[src/rtl/hex_digit_scanner.sv]
// hex_digit_scanner: time-multiplexes a packed hex value onto one 7-segment decoder
// with frame-boundary double buffering and optional leading-zero blanking.
module hex_digit_scanner #(
  parameter int NUM_DIGITS    = 4,
  parameter int PRESCALE      = 50000,
  parameter int BLANK_LEADING = 1
) (
  input  logic                    clk_i,
  input  logic                    rst_i,
  input  logic                    load_i,
  input  logic [4*NUM_DIGITS-1:0] value_i,
  output logic                    x3_o,
  output logic                    x2_o,
  output logic                    x1_o,
  output logic                    x0_o,
  output logic [NUM_DIGITS-1:0]   digit_en_o,
  output logic                    ack_o,
  output logic                    frame_start_o
);
  localparam int CW = $clog2(PRESCALE);
  localparam int IW = NUM_DIGITS > 1 ? $clog2(NUM_DIGITS) : 1;
  localparam int DW = 4 * NUM_DIGITS;
  logic [CW-1:0] cnt_q, cnt_d;
  logic [IW-1:0] idx_q, idx_d;
  logic [DW-1:0] disp_q, disp_d, shadow_q, shadow_d;
  logic pending_q, pending_d, ack_q, ack_d;
  logic [3:0] nib_q, nib_d;
  logic [NUM_DIGITS-1:0] en_q, en_d;
  logic slot_end, frame_end;
  function automatic logic blank(input logic [DW-1:0] v, input logic [IW-1:0] k);
    logic z;
    z = 1'b1;
    for (int j = 0; j < NUM_DIGITS; j++)
      if (j >= int'(k) && v[4*j +: 4] != 4'h0) z = 1'b0;
    return BLANK_LEADING != 0 && k != '0 && z;
  endfunction
  always_comb begin
    slot_end  = cnt_q == CW'(PRESCALE - 1);
    frame_end = slot_end && idx_q == IW'(NUM_DIGITS - 1);
    cnt_d     = slot_end ? '0 : cnt_q + 1'b1;
    idx_d     = !slot_end ? idx_q : frame_end ? '0 : idx_q + 1'b1;
    // A Load on the boundary edge commits directly, overriding any older shadow value
    disp_d    = !frame_end ? disp_q : load_i ? value_i : pending_q ? shadow_q : disp_q;
    shadow_d  = (load_i && !frame_end) ? value_i : shadow_q;
    pending_d = !frame_end && (load_i || pending_q);
    ack_d     = frame_end && (load_i || pending_q);
    nib_d     = slot_end ? disp_d[4*idx_d +: 4] : nib_q;
    en_d      = (cnt_d == '0 || blank(disp_d, idx_d)) ? '1 : ~(NUM_DIGITS'(1) << idx_d);
  end
  always_ff @(posedge clk_i or posedge rst_i) begin
    if (rst_i) begin
      cnt_q     <= '0;
      idx_q     <= '0;
      disp_q    <= '0;
      shadow_q  <= '0;
      pending_q <= 1'b0;
      ack_q     <= 1'b0;
      nib_q     <= '0;
      en_q      <= '1;
    end else begin
      cnt_q     <= cnt_d;
      idx_q     <= idx_d;
      disp_q    <= disp_d;
      shadow_q  <= shadow_d;
      pending_q <= pending_d;
      ack_q     <= ack_d;
      nib_q     <= nib_d;
      en_q      <= en_d;
    end
  end
  assign {x3_o, x2_o, x1_o, x0_o} = nib_q;
  assign digit_en_o    = en_q;
  assign ack_o         = ack_q;
  assign frame_start_o = cnt_q == '0 && idx_q == '0;
endmodule
[config.mk]
export PLATFORM = sky130hd
export DESIGN_NAME = hex_digit_scanner
export DESIGN_NICKNAME = d
export VERILOG_FILES = /design/src/rtl/hex_digit_scanner.sv
export SDC_FILE = /design/constraint.sdc
export NUM_CORES = 1
export LEC_CHECK = 0
export ABC_AREA = 1
export BUFFER_PORTS_ARGS = -buffer_cell sky130_fd_sc_hd__buf_2
export CAP_MARGIN = 40
export CELL_PAD_IN_SITES_DETAIL_PLACEMENT = 1
export CELL_PAD_IN_SITES_GLOBAL_PLACEMENT = 1
export CORE_MARGIN = 2
export CORE_UTILIZATION = 35
export CTS_CLUSTER_DIAMETER = 120
export CTS_CLUSTER_SIZE = 30
export DETAILED_ROUTE_END_ITERATION = 12
export GPL_TIMING_DRIVEN = 0
export HOLD_SLACK_MARGIN = 0.05
export MAX_ROUTING_LAYER = met4
export PLACE_DENSITY = 0.75
export SLEW_MARGIN = 20
export SYNTH_ARGS = -nofsm -noshare
export SYNTH_HDL_FRONTEND = slang
export SYNTH_SLANG_ARGS = --single-unit
[constraint.sdc]
create_clock -name clk_i -period 2.41 [get_ports clk_i]
set_input_delay 0.241 -clock clk_i [delete_from_list [all_inputs] [get_ports clk_i]]
set_output_delay 0.241 -clock clk_i [all_outputs]
set_load 0.03 [all_outputs]
==> results of run 1 <==
==> stage by stage <==
stage                     setup slack, ns  hold slack, ns
after global placement             -0.145           0.462
after detailed placement            0.192           0.271
after global routing              0.00872           0.131
after floorplan                     0.460           0.386
after CTS                           0.171           0.120
final                               0.217           0.133
==> state kept, by name, indices dropped and copies added (netlist names) <==
| register | flops |
|---|---|
| ack_o | 1 |
| cnt_q | 16 |
| digit_en_o | 4 |
| disp_q | 16 |
| idx_q | 2 |
| nib_q | 4 |
| pending_q | 1 |
| shadow_q | 16 |
==> power breakdown <==
group          switching [mW]  leakage [nW]  internal (mW)
logic                  0.0789          1.21         0.0534
registers              0.0133         0.703           1.04
clock network           0.441         0.102          0.586
==> worst max-delay path by stage <==
stage | from | to | slack [ns]
floorplan | cnt_q[5] | frame_start_o | 0.46
global placement | rst_i | disp_q[13] | -0.15
detailed placement | cnt_q[1] | shadow_q[4] | 0.19
CTS | cnt_q[1] | shadow_q[10] | 0.17
global route | cnt_q[1] | nib_q[1] | 0.009
finish | cnt_q[1] | shadow_q[10] | 0.22
==> cell usage after synthesis (all sizes together) <==
master / number
o21ai: 25
nand4: 9
buf: 7
mux2i: 2
dfstp: 4
o22ai: 4
inv: 71
nand3: 37
a21oi: 1
dfrtp: 56
nor3: 2
clkbuf: 1
nor2: 56
nand2: 147
nand3b: 1
xor2: 4
o21a: 1
nor4: 1
ha: 4
mux2: 8
==> worst reg2reg max path, cell delays in order (launching register included) <==
cell,delay (ns)
dfrtp_1,0.39
ha_1,0.24
nand3_2,0.19
nor2_1,0.16
nand3_1,0.16
nand2_1,0.28
buf_2,0.30
mux2_2,0.36
==> cell usage in the layout (no fill, tap or decap), types with 2 or more instances in the layout <==
cell type	count
nand2_1	142
inv_1	61
dfrtp_1	56
nor2_1	46
nand3_1	34
buf_2	33
o21ai_0	18
clkbuf_8	9
inv_2	8
mux2_2	8
nand4_1	8
o21ai_1	6
nor2_2	5
nor2_4	4
o22ai_1	4
xor2_1	4
ha_1	4
dfstp_2	4
nand3_2	3
nand2_2	3
clkinvlp_4	3
nor3_1	2
nand2_4	2
mux2i_1	2
inv_4	2
bufinv_16	2
==> cell type report <==
class / count / area, sq um
multi-input combinational: 302 / 1500
clock inverter: 7 / 100
inverter: 71 / 272
tap: 129 / 161
sequential: 60 / 1510
timing repair buffer: 29 / 165
buffer: 8 / 45.0
fill: 1188 / 5370
clock buffer: 9 / 124
==> cells by family (layout without fill, tap and decap cells) <==
kind of cell    Yosys count  count (layout)  share of synthesized area [%]
xor+xnor                  4               4                           1.06
flops                    60              60                           45.4
buf+inv                  79             124                           9.46
simple gates            253             253                           34.0
compound gates           31              31                           5.24
mux                      10              10                           3.32
fa+ha+maj                 4               4                           1.51
==> metal layers <==
layer	GRT usage [%]	share of wire [%]	vias to the layer above
met5	-	0	-
met4	6.96	2.6	0
met3	3.80	3.3	22
met2	34.6	52	53
met1	21.7	42	1411
li1	-	-	1441
==> what timing repair did <==
action | in CTS | in global routing
gates resized for setup | 0 | 3
setup endpoints to repair | 0 | 6
hold buffers | 1 | 0
endpoints found under the hold margin | 24 | 0
==> impl_results.md, run 1 <==
- Total negative setup slack: 0 ns
- Setup Fix Bufs, Post-CTS: 0
- Gr usage total: 19.5%
- Inserted Clock Buffers: 9
- CP endpoint kind: flip-flop
- R2R Path Start: cnt_q[1]
- Post-synthesis instance area: 3320 sq um
- Via-to-Cell Ratio: 4.76
- DR vias: 2,927
- Yosys top cell area share: 42.2%
- Pre-Repair DR Iteration Count: 4
- WP data arrival: 2.42 ns
- Gate Count Post-Synth: 441
- Largest net degree at the start of global routing: 33
- Layout cells sized above 1: 19.1%
- Die area: 10,300 sq um
- CP delay by family, top: simple AND/OR/NAND/NOR gates
- HP Class: in -> reg
- Nets: 504
- CP required: 2.64 ns
- Status: completed
- Hold endpoint: shadow_q[6]
- Wirelength per Cell: 14.1 um
- Setup violations, final: 0
- I/O Buffers: 27
- Critical path class: reg -> reg
- Avg Synthesized Cell Area: 7.53 sq um
- Fin. Hold Viols: 0
- CTS root buffer: clkbuf_8
- Reg2Reg Setup Slack: 0.22 ns
- Synth unique cells: 32
- GRT overflow: 0
- Critical path peak fanout: 10
- Worst R2R Path Depth: 7
- Drc violations: 0
- Pwr dens: 570 nW/um^2
- Top post-synthesis cells by area: dfrtp_1 42%, nand2_1 16%, inv_1 7.0%, nor2_1 5.2%, nand3_1 5.1%
- Worst r2r dst: shadow_q[10]
- Peak VDD IR: 0.000311 V
- Worst-margin pin slew: 0.394 ns
- Fin area: 3870 sq um
- Initial antenna violation count: 0
- Yosys top cell by area: dfrtp_1
- Row count: 35
- Final Max Slew Viols: 0
- Finished Layout Cells: 615
- Diode count: 0
- Crit-path cells: ha_1 -> nand3_2 -> nor2_1 -> nand3_1 -> nand2_1 -> buf_2 -> mux2_2
- Levels on crit path: 7
- Clk_lat worst skew: 0.35 ns
- TritonCTS clock tree: done
- Clock sinks: 60
- Clock Skews: 0.0101 ns
- Post-route minimum period: 2.19 ns
- H-tree depth: 3
- MaxCap Viol Count: 0
- Core ar.: 9240 sq um
- Largest stage delay on the critical path: 0.39 ns
- Buf+Inv Stages, Crit Path: 1
- IO Count: 29
- Period Utilization, post-route: 91.0%
- Core Util, Final: 41.9%
- RSZ-0062 raised after global routing: false
- Worst rel slew slack: 73.7%
- Pwr Total: 2.21 mW
- Syn nets: 464
- Global-route wire length before repair: 15,100 um
- Seq/Total Area, Yosys: 45.4%
- LEAKAGE: 2.02 nW
- Die X: 101 um
- Placer congestion estimate: 0.863
- Placed insts: 598
- DRT iter0 DRCs: 88
- Fmax: 0.456 GHz
- Initial Utilization: 35.9%
- Antenna Nets Post-Route: 0
- CTS Buffer Depth: 2
- Die Span Y: 101 um
- Synth Register Bits: 60
- Startpoint types: flip-flop
- Hold Path Origin: value_i[6]
- Ys Warns: 0
- Crit path max-delay cell type: dfrtp_1
- Worst Hold Path Cells: 2
- HPWL Detailed: 6740 um
- P&R area growth vs syn: 16.7%
- Vias in the first global route: 3,220
- Clk pin slew, worst setup/hold paths: 0.08 ns
- WL final: 8680 um
- DP Area: 3640 sq um
Note: power is estimated with default switching activity, not from simulation.
==> run 2: changes to the inputs <==
--- a/config.mk
+++ b/config.mk
@@ -7,9 +7,7 @@
 export LEC_CHECK = 0
 export ABC_AREA = 1
 export BUFFER_PORTS_ARGS = -buffer_cell sky130_fd_sc_hd__buf_2
-export CAP_MARGIN = 40
-export CELL_PAD_IN_SITES_DETAIL_PLACEMENT = 1
-export CELL_PAD_IN_SITES_GLOBAL_PLACEMENT = 1
+export CAP_MARGIN = 20
 export CORE_MARGIN = 2
 export CORE_UTILIZATION = 35
 export CTS_CLUSTER_DIAMETER = 120
@@ -18,7 +16,7 @@
 export GPL_TIMING_DRIVEN = 0
 export HOLD_SLACK_MARGIN = 0.05
 export MAX_ROUTING_LAYER = met4
-export PLACE_DENSITY = 0.75
+export PLACE_DENSITY = 0.61
 export SLEW_MARGIN = 20
 export SYNTH_ARGS = -nofsm -noshare
 export SYNTH_HDL_FRONTEND = slang
==> impl_results.md, run 2 (synthesis results as in run 1) <==
- Pwr Total: 2.14 mW
- Final Max Slew Viols: 0
- Row count: 35
- Crit-path cells: ha_1 -> nand3_2 -> nor2_1 -> nand3_1 -> nand2_1 -> buf_2 -> mux2_2
- Most common cell after layout, fill and taps aside: nand2_1
- P_sw: 0.512 mW
- Wirelength per Cell: 12.2 um
- Clock power frac: 44.8%
- Buf+Inv Stages, Crit Path: 1
- Post-route minimum period: 2.18 ns
- P&R area growth vs syn: 16.3%
- Global-route wire length before repair: 13,300 um
- Via-to-Cell Ratio: 4.54
- CP endpoint kind: flip-flop
- Fin area: 3860 sq um
- Inserted Clock Buffers: 9
- DP Area: 3640 sq um
- Pwr dens: 553 nW/um^2
- CP delay by family, top: simple AND/OR/NAND/NOR gates
- LEAKAGE: 2.02 nW
- Worst Hold Path Cells: 2
- Crit path max-delay cell type: dfrtp_1
- Status: completed
- Die Span Y: 101 um
- Largest registers: cnt_q (16), disp_q (16), shadow_q (16)
- Drc violations: 0
- Setup violations, final: 0
- Clock sinks: 60
- Worst-margin pin slew: 0.407 ns
- Int Power: 1.62 mW
- I/O Buffers: 27
- Core ar.: 9240 sq um
- HP Class: in -> reg
- H-tree depth: 3
- WL final: 7480 um
- Period Utilization, post-route: 90.5%
- Placer congestion estimate: 0.896
- Largest net degree at the start of global routing: 32
- Setup ws final: 0.229 ns
- HPWL Detailed: 5780 um
- CTS Buffer Depth: 2
- Clk pin slew, worst setup/hold paths: 0.07 ns
- Antenna Nets Post-Route: 0
- Initial Utilization: 35.9%
- Critical path peak fanout: 10
- Total negative setup slack: 0 ns
- Clk_lat worst skew: 0.35 ns
- Combinational Power Share: 6.0%
- Diode count: 0
- Startpoint types: flip-flop
- Die X: 101 um
- GRT overflow: 0
- Peak VDD IR: 0.000458 V
- Setup Fix Bufs, Post-CTS: 0
- MaxCap Viol Count: 0
- DRT iter0 DRCs: 152
- Nets: 504
- Levels on crit path: 7
- Die area: 10,300 sq um
- Layout cells sized above 1: 19.1%
- Gr usage total: 17.0%
- Largest stage delay on the critical path: 0.39 ns
- CP required: 2.64 ns
- Fmax: 0.459 GHz
- Worst R2R Path Depth: 7
- Sequential share of power: 49.1%
- Pre-Repair DR Iteration Count: 4
- Critical path class: reg -> reg
- Net Sw Frac: 24.0%
- DR vias: 2,790
- Worst rel slew slack: 72.8%
- RSZ-0062 raised after global routing: false
- Dpl ws: 0.214 ns
- Initial antenna violation count: 0
- Highest-count cells in the layout ignoring fill and taps: 142 x nand2_1, 61 x inv_1, 56 x dfrtp_1
- IO Count: 29
- WP data arrival: 2.41 ns
- Vias in the first global route: 2,885
- Clock Skews: 0.0122 ns
- CTS root buffer: clkbuf_8
- Fill cell count: 948
- Fin. Hold Viols: 0
- TritonCTS clock tree: done
- Core Util, Final: 41.8%
[run 2: changes by cell type in the layout (fill, tap and decap cells not counted)]
cell / delta
bufinv_16: -1
clkbuf_8: +2
clkinv_2: +1
clkinv_4: +1
clkinvlp_4: -2
inv_6: -1
o21ai_0: +3
o21ai_1: -3
[run 2: repair_timing]
item	4_1_cts	5_1_grt
endpoints found under the hold margin	26	0
hold buffers	1	0
resized for setup	0	0
[run 2: power groups by stage]
stage	Sequential, mW	Clock, mW	Combinational, mW
6_report	1.05	0.958	0.129
5_1_grt	1.05	1.02	0.154
4_1_cts	1.05	0.977	0.133
3_5_place_dp	1.07	0	0.131
3_3_place_gp	1.07	0	0.124
2_1_floorplan	1.07	0	0.0881
[run 2: worst reg2reg max path: stages (launching register included)]
cell and delay, ns:
dfrtp_1 0.39, ha_1 0.24, nand3_2 0.18, nor2_1 0.15, nand3_1 0.18, nand2_1 0.28, buf_2 0.30, mux2_2 0.36
[run 2: cell type report]
class | instances | area [sq um] | area share (%)
Inverter | 71 | 272 | 7.03
Clock buffer | 11 | 151 | 3.92
Multi-Input combinational cell | 302 | 1500 | 38.8
Timing Repair Buffer | 29 | 165 | 4.28
Clock inverter | 5 | 60.1 | 1.56
Sequential cell | 60 | 1510 | 39.0
Buffer | 8 | 45.0 | 1.17
Tap cell | 129 | 161 | 4.18
[run 2: per-layer routing]
layer	track usage (%)	vias to the layer above	wire length [um]
li1	-	1449	-
met1	20.5	1278	3500
met2	27.0	49	3550
met3	4.97	14	289
met4	6.24	0	130
met5	-	-	0
[run 2: worst paths after layout]
| path | startpoint | end | slack (ns) |
|---|---|---|---|
| max reg2reg | cnt_q[0] | shadow_q[10] | 0.23 |
| max in group asynchronous | rst_i | shadow_q[14] | 1.48 |
| min | value_i[12] | shadow_q[12] | 0.13 |
| min reg2reg | disp_q[3] | disp_q[3] | 0.47 |
| min in group asynchronous | rst_i | cnt_q[2] | 0.44 |
| max | cnt_q[0] | shadow_q[10] | 0.23 |
[run 2: stage by stage]
step	hold slack [ns]	cells
2_1_floorplan	0.386	441
3_3_place_gp	0.463	597
3_5_place_dp	0.277	598
4_1_cts	0.122	615
5_1_grt	0.128	615
6_report	0.134	615
